File: src/rtl/wave_renderer.sv
// Dual-buffered oscilloscope trace renderer: captures a triggered frame of
// samples into one buffer while the other is drawn over a grid.
module wave_renderer #(
  parameter int WIDTH  = 128,
  parameter int HEIGHT = 128,
  parameter int GRID   = 16
) (
  input  logic       clk,
  input  logic       rst_n,
  input  logic       sample_valid,
  input  logic [7:0] sample_data,
  output logic       sample_ready,
  input  logic [7:0] trig_level,
  input  logic       force_trig,
  input  logic [9:0] counterX,
  input  logic [9:0] counterY,
  input  logic       drawArea,
  input  logic       hSync,
  input  logic       vSync,
  output logic [7:0] red_o,
  output logic [7:0] green_o,
  output logic [7:0] blue_o,
  output logic       drawArea_o,
  output logic       hSync_o,
  output logic       vSync_o,
  output logic       frame_swapped
);

  localparam int AW    = $clog2(WIDTH);
  localparam int SHIFT = 8 - $clog2(HEIGHT);

  typedef enum logic [1:0] {ARM, CAPTURE, DONE} state_e;

  state_e          state_q, state_d;
  logic [AW-1:0]   wr_addr_q, wr_addr_d;
  logic            buf_sel_q, buf_sel_d;
  logic            disp_valid_q, disp_valid_d;
  logic [7:0]      prev_sample_q, prev_sample_d;
  logic            prev_vld_q, prev_vld_d;
  logic            frame_swapped_q, frame_swapped_d;
  logic            vs_prev_q;
  logic            rdy_en_q;

  logic            accept, crossing, vs_rise;
  logic            wr_en;
  logic [AW-1:0]   wr_ptr;

  logic [7:0]      mem0 [WIDTH];
  logic [7:0]      mem1 [WIDTH];
  logic [AW-1:0]   rd_addr;
  logic [7:0]      rd_word;

  // Sample value to screen row; larger samples sit higher on the screen.
  function automatic logic [9:0] row_of(input logic [7:0] s);
    row_of = 10'(HEIGHT - 1) - 10'(s >> SHIFT);
  endfunction

  // Ready is held low until the first edge after reset release.
  assign sample_ready  = rdy_en_q & (state_q != DONE);
  assign accept        = sample_valid & sample_ready;
  assign crossing      = prev_vld_q & (prev_sample_q < trig_level) & (sample_data >= trig_level);
  assign vs_rise       = vSync & ~vs_prev_q;
  assign frame_swapped = frame_swapped_q;

  // Capture FSM next-state: arm on trigger, fill the capture buffer, wait for vsync to swap.
  always_comb begin
    state_d         = state_q;
    wr_addr_d       = wr_addr_q;
    buf_sel_d       = buf_sel_q;
    disp_valid_d    = disp_valid_q;
    prev_sample_d   = prev_sample_q;
    prev_vld_d      = prev_vld_q;
    frame_swapped_d = 1'b0;
    wr_en           = 1'b0;
    wr_ptr          = wr_addr_q;
    if (accept) begin
      prev_sample_d = sample_data;
      prev_vld_d    = 1'b1;
    end
    case (state_q)
      ARM: begin
        if (accept && (crossing || force_trig)) begin
          wr_en     = 1'b1;
          wr_ptr    = '0;
          wr_addr_d = AW'(1);
          state_d   = CAPTURE;
        end
      end
      CAPTURE: begin
        if (accept) begin
          wr_en = 1'b1;
          if (wr_addr_q == AW'(WIDTH - 1)) begin
            wr_addr_d = '0;
            state_d   = DONE;
          end else begin
            wr_addr_d = wr_addr_q + AW'(1);
          end
        end
      end
      DONE: begin
        if (vs_rise) begin
          buf_sel_d       = ~buf_sel_q;
          disp_valid_d    = 1'b1;
          frame_swapped_d = 1'b1;
          state_d         = ARM;
        end
      end
      default: state_d = ARM;
    endcase
  end

  // Capture control state registers.
  always_ff @(posedge clk or negedge rst_n) begin
    if (!rst_n) begin
      state_q         <= ARM;
      wr_addr_q       <= '0;
      buf_sel_q       <= 1'b0;
      disp_valid_q    <= 1'b0;
      prev_sample_q   <= '0;
      prev_vld_q      <= 1'b0;
      frame_swapped_q <= 1'b0;
      vs_prev_q       <= 1'b0;
      rdy_en_q        <= 1'b0;
    end else begin
      state_q         <= state_d;
      wr_addr_q       <= wr_addr_d;
      buf_sel_q       <= buf_sel_d;
      disp_valid_q    <= disp_valid_d;
      prev_sample_q   <= prev_sample_d;
      prev_vld_q      <= prev_vld_d;
      frame_swapped_q <= frame_swapped_d;
      vs_prev_q       <= vSync;
      rdy_en_q        <= 1'b1;
    end
  end

  // Sample write into the capture buffer; the display buffer is always the other one.
  always_ff @(posedge clk) begin
    if (wr_en) begin
      if (buf_sel_q) mem1[wr_ptr] <= sample_data;
      else           mem0[wr_ptr] <= sample_data;
    end
  end

  assign rd_addr = counterX[AW-1:0];
  assign rd_word = buf_sel_q ? mem0[rd_addr] : mem1[rd_addr];

  // ---- stage 1: display buffer read, previous column retained ----
  logic [7:0] cur_p1_q, prev_p1_q;
  logic [9:0] x_p1_q, y_p1_q;
  logic       da_p1_q, hs_p1_q, vs_p1_q, vld_p1_q, xin_p1_q;

  // Stage 1 data: current column sample and the one read the cycle before.
  always_ff @(posedge clk) begin
    cur_p1_q  <= rd_word;
    prev_p1_q <= (counterX == '0) ? rd_word : cur_p1_q;
    x_p1_q    <= counterX;
    y_p1_q    <= counterY;
  end

  // Stage 1 control: timing and trace-enable qualifiers.
  always_ff @(posedge clk or negedge rst_n) begin
    if (!rst_n) begin
      da_p1_q  <= 1'b0;
      hs_p1_q  <= 1'b0;
      vs_p1_q  <= 1'b0;
      vld_p1_q <= 1'b0;
      xin_p1_q <= 1'b0;
    end else begin
      da_p1_q  <= drawArea;
      hs_p1_q  <= hSync;
      vs_p1_q  <= vSync;
      vld_p1_q <= disp_valid_q;
      xin_p1_q <= (counterX < 10'(WIDTH));
    end
  end

  // ---- stage 2: colour decision ----
  logic [9:0]  row_cur, row_prev, row_lo, row_hi;
  logic        trace, grid;
  logic [23:0] rgb_d, rgb_p2_q;
  logic        da_p2_q, hs_p2_q, vs_p2_q;

  // Colour select: trace over grid, black outside the draw area.
  always_comb begin
    row_cur  = row_of(cur_p1_q);
    row_prev = row_of(prev_p1_q);
    row_lo   = (row_cur < row_prev) ? row_cur : row_prev;
    row_hi   = (row_cur < row_prev) ? row_prev : row_cur;
    trace    = vld_p1_q & xin_p1_q & (y_p1_q >= row_lo) & (y_p1_q <= row_hi);
    grid     = ((x_p1_q & 10'(GRID - 1)) == '0) | ((y_p1_q & 10'(GRID - 1)) == '0);
    rgb_d    = 24'h000000;
    if (!da_p1_q)  rgb_d = 24'h000000;
    else if (trace) rgb_d = 24'h00FF00;
    else if (grid)  rgb_d = 24'h404040;
  end

  // Stage 2 registers: pixel colour and timing aligned with it.
  always_ff @(posedge clk or negedge rst_n) begin
    if (!rst_n) begin
      rgb_p2_q <= '0;
      da_p2_q  <= 1'b0;
      hs_p2_q  <= 1'b0;
      vs_p2_q  <= 1'b0;
    end else begin
      rgb_p2_q <= rgb_d;
      da_p2_q  <= da_p1_q;
      hs_p2_q  <= hs_p1_q;
      vs_p2_q  <= vs_p1_q;
    end
  end

  assign red_o      = rgb_p2_q[23:16];
  assign green_o    = rgb_p2_q[15:8];
  assign blue_o     = rgb_p2_q[7:0];
  assign drawArea_o = da_p2_q;
  assign hSync_o    = hs_p2_q;
  assign vSync_o    = vs_p2_q;

endmodule

File: config.mk
export PLATFORM = sky130hd
export DESIGN_NAME = wave_renderer
export DESIGN_NICKNAME = d
export VERILOG_FILES = /design/src/rtl/wave_renderer.sv
export SDC_FILE = /design/constraint.sdc
export NUM_CORES = 2
export LEC_CHECK = 0
export CAP_MARGIN = 0
export CORE_MARGIN = 2
export CORE_UTILIZATION = 55
export CTS_BUF_LIST = sky130_fd_sc_hd__clkbuf_16
export CTS_CLUSTER_DIAMETER = 30
export CTS_CLUSTER_SIZE = 30
export DETAILED_ROUTE_END_ITERATION = 8
export PLACE_DENSITY_LB_ADDON = 0.05
export SLEW_MARGIN = 20
export SYNTH_ARGS = -nofsm -noshare
export SYNTH_HDL_FRONTEND = slang
export SYNTH_SLANG_ARGS = --single-unit
File: constraint.sdc
create_clock -name clk -period 4.2 [get_ports clk]
set_input_delay 0.63 -clock clk [delete_from_list [all_inputs] [get_ports clk]]
set_output_delay 0.63 -clock clk [all_outputs]
set_load 0.05 [all_outputs]
# ---- Word-level counts from Yosys, hierarchy flattened
# Memories as Yosys holds them, arrays and structs flattened.
# Cells that the tools add are included.
# Widths: inputs -> output; s select.
dict set report totals {
  wordCells 90
  ramBits 2048
  input_bits 43
  ff_bits 84
  out_inout_bits 29
  memories 2
}
dict set report classes {
  add_sub_neg 3
  bitwise_logic 11
  eq_ne 8
  n_mux 29
  n_lt_le_gt_ge 6
  reduce_logical 10
}
# memory words width rd rd_clocked_by_memory_dff write_ports line
set memory_table {}
lappend memory_table {mem0 128 8 1 0 1 48} ;# logic [7:0] mem0 [WIDTH];
lappend memory_table {mem1 128 8 1 0 1 49} ;# logic [7:0] mem1 [WIDTH];
# cell count
set ops {}
lappend ops {{$mux 23} 3}
lappend ops {{$mux 7} 5}
lappend ops {{$logic_not 10->1} 3}
lappend ops {{$mux 10} 2}
lappend ops {{$mux 8} 2}
lappend ops {{$sub 7x7->8 const A} 2}
lappend ops {{$pmux 7 s2} 1}
lappend ops {{$ge 10x10->1} 1}
lappend ops {{$le 10x10->1} 1}
lappend ops {{$lt 10x10->1} 1}
lappend ops {{$lt 10x8->1 const B} 1}
lappend ops {{$mux 1} 10}
lappend ops {{$ne 2x2->1 const B} 5}
lappend ops {{$and 1x1->1} 8}
lappend ops {{$ge 8x8->1} 1}
lappend ops {{$lt 8x8->1} 1}
lappend ops {{$mux 2} 4}
lappend ops {{$add 7x1->7 const B} 1}
lappend ops {{$eq 7x7->1 const B} 1}
lappend ops {{$pmux 2 s3} 1}
lappend ops {{$reduce_and 4->1} 1}
lappend ops {{$reduce_and 3->1} 1}
lappend ops {{$eq 2x1->1 const B} 1}
lappend ops {{$eq 2x2->1 const B} 1}
lappend ops {{8 further kinds} 9}

# ---- Longest topological paths before layout
dict set report logic_depth {
  depth_word 9
  depth_mapped 19
}

# ---- Worst setup path before layout
# OpenSTA, ideal clock, no wires.
dict set report synth_timing {
  path_kind {reg2reg}
  from {register cur_p1_q[2]}
  to {register rgb_p2_q[15]}
  arrival_ns 3.521
  setup_slack_ns 0.613
  setup_time_ns 0.066
  stages_incl_launch_ff 20
  n_path_buf 1
  period_less_slack_ns 3.587
  path_cell_list {dfxtp_1 -> inv_1 -> ha_1 -> a21o_1 -> a21o_1 -> a21o_1 -> a21o_1 -> a21oi_1 -> o21bai_1 -> clkbuf_1 -> mux2_2 -> ha_1 -> nor2b_1 -> o21a_1 -> o21a_1 -> o21a_1 -> o21ai_0 -> a21oi_1 -> nor3_1 -> and2_1}
}
dict set report synth_between {
  elab_chain_cells 8
}
# item line
set synth_lines {}
lappend synth_lines {{start: declaration} 149} ;# logic [7:0] cur_p1_q, prev_p1_q;
lappend synth_lines {{start signal: assignment} 155} ;# cur_p1_q <= rd_word;
lappend synth_lines {{$sub 7x7->8 *} 55} ;# row_of = 10'(HEIGHT - 1) - 10'(s >> SHIFT);
lappend synth_lines {{$lt 10x10->1} {188, 189}}
lappend synth_lines {{$mux 10} 188} ;# row_lo = (row_cur < row_prev) ? row_cur : row_prev;
lappend synth_lines {{$ge 10x10->1} 190} ;# trace = vld_p1_q & xin_p1_q & (y_p1_q >= row_lo) & (y_p1_q <= row_hi);
lappend synth_lines {{$and 1x1->1} 190}
lappend synth_lines {{$and 1x1->1 *} 190}
lappend synth_lines {{$mux 23 *} 194} ;# else if (trace) rgb_d = 24'h00FF00;
lappend synth_lines {{$mux 23 *} 193} ;# if (!da_p1_q) rgb_d = 24'h000000;
lappend synth_lines {{end signal: assignment} 206} ;# rgb_p2_q <= rgb_d;
lappend synth_lines {{end: declaration} 181} ;# logic [23:0] rgb_d, rgb_p2_q;
# Mark *: on every way between the ends. The rest lies on a longest branch, timed or not.
# A chain may end at the register's enable or synchronous reset.

# ---- Final worst setup path
# Same ends and word-level chain as after synthesis.

==> results.toml <==
[floorplanning]
die_h_um = 367.2
coreArea_um2 = 131100
fp.dieArea_um2 = 134800
row_count = 133
die_x_um = 367.2
start_util = 0.5533
ios = 72

[clock_tree]
postCtsSetupBuffers = 0
post_cts_resized = 0
cts_tree = "done"
cts_buffers = 362
cts_root_buffer = "clkbuf_16"
clk_latency_ns = 0.91
ctsHoldBuffers = 1
cts.clk_slew.worst_paths_ns = 0.05
cts_buffer_depth = 4
cts.sinks = 1853
cts_max_level = 5

[sta]
finalCritPeriodShare = 0.9185
rsz0062_at_grt = "false"
setup_viol = 0
hold_slack_ns = 0.1207
timing.fmax_mhz = 259.2
drv_slew = 0
fin_setup_tns_ns = 0
min_period_ns = 3.858
maxSlewHeadroom = 0.1859
hold_viol_final = 0
fin_worst_skew_ns = 0.05337
tightest_slew_ns = 1.218

[routing]
viasPerCell = 6.232
wl_per_cell_um = 30.70
drt_wl_total_um = 188600
ant_nets = 0
drc_errors = 0
vias = 38283
first_iter_violations = 4306
first_pass_iters = 5

[final_layout]
final_cells = 6143
fin_nets = 4197
fillerInstances = 8465
drive_gt1_frac = 0.3003
area_growth_pct = 22.32

[power_and_ir_drop]
powerDensity_nw_per_um2 = 571.5
p_comb_frac = 0.049
swShare = 0.2168
p_int_mw = 39.72
power.total_mw = 50.71
seqPwrFrac = 0.405
peakVddDrop_mv = 0.4147
clkPwrFrac = 0.546
power_switching_mw = 10.99
power_leakage_nw = 29.89

[placed_design]
port_buffers = 57
dp_cells = 5506
dp_hpwl_um = 118200
gp_congestion = 0.8823

[synth]
yosysSeqAreaShare = 0.7608
synth_edf_count = 1792
yosysUniqueCellTypes = 58
netlist_area_um2 = 72550
async_flop_share = 0.01781
synth.avg_cell_area_um2 = 20.06
netlist_instances = 3616
synth_seq_cells = 1853
yosys_warnings = 0
synthFlopType = "edfxtp_1"

[setup_path]
critPathLaunchType = "flop"
cp.buffers_inverters = 3
worstSetupPathType = "reg2reg"
cp_slowest_cell = "dfxtp_1"
end_kind = "flop"
cpPeakStageDelay_ns = 0.38
cp_cell_sequence = "inv_1, ha_1, a21o_1, a21o_1, a21o_1, a21o_1, a21oi_1, o21bai_1, buf_4, mux2_2, ha_1, o21a_1, o21a_1, o21a_1, o21ai_0, a21oi_1, nor3_1, buf_4, and2_1"
cp_common_cell = "a21o_1"
critPathRequiredTime_ns = 5.03
worstPathArrival_ns = 4.69
cp_top_family = "compound AO/OA/AOI/OAI gates"
ff2ff_setup_slack_ns = 0.34
crit_fanout = 11

[status]
outcome = "completed"

[global_route]
grt_start_max_net_pins = 145
gr-total-overflow = 0
grt_pass1_wl_um = 272800
track_usage = 0.2820
grt_pass1_vias = 39670
antenna_found_initial = 5

[flow_run]
maxCapViolCount = 0

[min_path]
hold_path_class = "in2reg"
cell families after synthesis:
family,count (synthesis),share of synthesized area
DFF,1853,0.7608
muxes,625,0.1564
and+or+nand+nor,518,0.03008
AOI/OAI and AO/OA,328,0.02928
buffers and inverters,251,0.01661
adders and majority gates,38,0.006554
other,2,0.0001035
xor gates and xnor gates,1,0.0001207
per-layer routing:
layer,up-vias,GRT usage,share of wire
li1,15907,-,-
met1,20042,0.3868,0.39
met2,1937,0.4524,0.49
met3,397,0.05934,0.086
met4,0,0.1028,0.036
met5,-,0,0
area by class of cell:
type / count / area [um^2] / share of cell area
timing repair buffer: 353 / 3177 / 0.03580
multi-input combinational: 1525 / 16230 / 0.1829
clock buffer: 367 / 9184 / 0.1035
clock inverter: 267 / 2669 / 0.03007
inverter: 21 / 83.83 / 0.0009446
antenna: 2 / 5.005 / 0.00005640
sequential: 1853 / 55200 / 0.6220
tap: 1755 / 2196 / 0.02474
worst reg2reg max path, stage by stage, from the launching register on:
cell and delay, ns:
dfxtp_1 0.38, inv_1 0.06, ha_1 0.29, a21o_1 0.16, a21o_1 0.17, a21o_1 0.18, a21o_1 0.17, a21oi_1 0.14
o21bai_1 0.10, buf_4 0.20, mux2_2 0.29, ha_1 0.31, o21a_1 0.13, o21a_1 0.17, o21a_1 0.15, o21ai_0 0.16
a21oi_1 0.09, nor3_1 0.32, buf_4 0.21, and2_1 0.13
state kept, by name (all words and copies together) (netlist names), 2 cells and up:
name           flops
state_q            2
mem1             896
y_p1_q            10
prev_sample_q      8
rgb_p2_q           3
mem0             896
wr_addr_q          7
prev_p1_q          7
x_p1_q             4
cur_p1_q           7
power by group through the flow:
stage                     Sequential (mW)  Clock [mW]  Combinational, mW
after floorplan                      20.8           0               1.34
after CTS                            20.5        28.0               2.51
after global routing                 20.5        28.9               2.65
after global placement               20.8           0               2.44
final                                20.5        27.7               2.50
after detailed placement             20.8           0               2.50
final timing paths:
check	start	end	cells past startpoint
worst max-delay path	cur_p1_q[2]	rgb_p2_q[15]	19
worst min-delay path	sample_data[2]	mem0[15][2]	1
worst min register to register	hs_p1_q	hSync_o	0
max in group asynchronous	rst_n	buf_sel_q	2
min in group asynchronous	rst_n	prev_vld_q	2
worst max register to register	cur_p1_q[2]	rgb_p2_q[15]	19
layout by cell type, fill, tap and decap left out, types with 8 or more instances in the layout:
master | Yosys | final
clkinv_1 | 0 | 39
o21ai_0 | 70 | 70
bufinv_16 | 0 | 41
mux2_2 | 29 | 29
buf_12 | 0 | 29
o22ai_1 | 15 | 15
nand3_1 | 27 | 27
nand2_1 | 130 | 130
mux4_2 | 404 | 404
ha_1 | 38 | 38
a21o_1 | 11 | 11
clkinvlp_4 | 0 | 32
edfxtp_1 | 1792 | 1792
nor2b_1 | 18 | 14
a22oi_1 | 68 | 68
buf_4 | 41 | 267
dfrtp_1 | 33 | 33
clkinv_4 | 0 | 39
inv_1 | 20 | 56
clkbuf_16 | 0 | 367
dfxtp_1 | 28 | 28
a221oi_1 | 23 | 23
nor4_1 | 8 | 8
a211oi_1 | 11 | 11
conb_1 | 2 | 15
a21oi_1 | 69 | 69
clkdlybuf4s50_1 | 0 | 44
a31oi_1 | 17 | 17
inv_6 | 0 | 29
mux2i_1 | 192 | 192
clkinv_2 | 0 | 44
nand2b_1 | 10 | 10
nor2_1 | 286 | 284
metrics by stage:
step | setup WS [ns] | instance area [um^2] | util
2_1_floorplan | 0.6128 | 72600 | -
5_1_grt | 0.1347 | 88740 | 0.6767
6_report | 0.3421 | 88740 | 0.6767
4_1_cts | 0.3593 | 88740 | 0.6767
3_3_place_gp | -0.2616 | 76870 | 0.5862
3_5_place_dp | -0.2269 | 76880 | 0.5862
Yosys cell counts (4+ instances only):
master,n,share of area
a211oi_1,11,0.0011
nand2_1,130,0.0067
o2111ai_1,5,0.00060
buf_6,8,0.0012
o21ai_0,70,0.0048
buf_4,41,0.0042
nor4_1,8,0.00069
nor2b_1,18,0.0016
a21oi_1,69,0.0048
inv_1,20,0.0010
dfxtp_1,28,0.0077
nand2b_1,10,0.00086
o211ai_1,7,0.00072
ha_1,38,0.0066
and2_1,5,0.00043
a31oi_1,17,0.0015
o21ai_1,5,0.00034
o21a_1,4,0.00041
buf_2,39,0.0027
nor3_1,6,0.00041
edfxtp_1,1792,0.74
nand3_1,27,0.0019
clkbuf_1,118,0.0061
a221oi_1,23,0.0028
mux2i_1,192,0.026
dfrtp_1,33,0.011
nor2_1,286,0.015
mux2_2,29,0.0045
mux4_2,404,0.13
buf_1,24,0.0012
nand4_1,6,0.00052
o31ai_1,7,0.00072
or2_2,5,0.00043
o22ai_1,15,0.0013
a2111oi_0,7,0.00085
a22oi_1,68,0.0070
a21o_1,11,0.0011
Power figures use the tool's default switching activity.
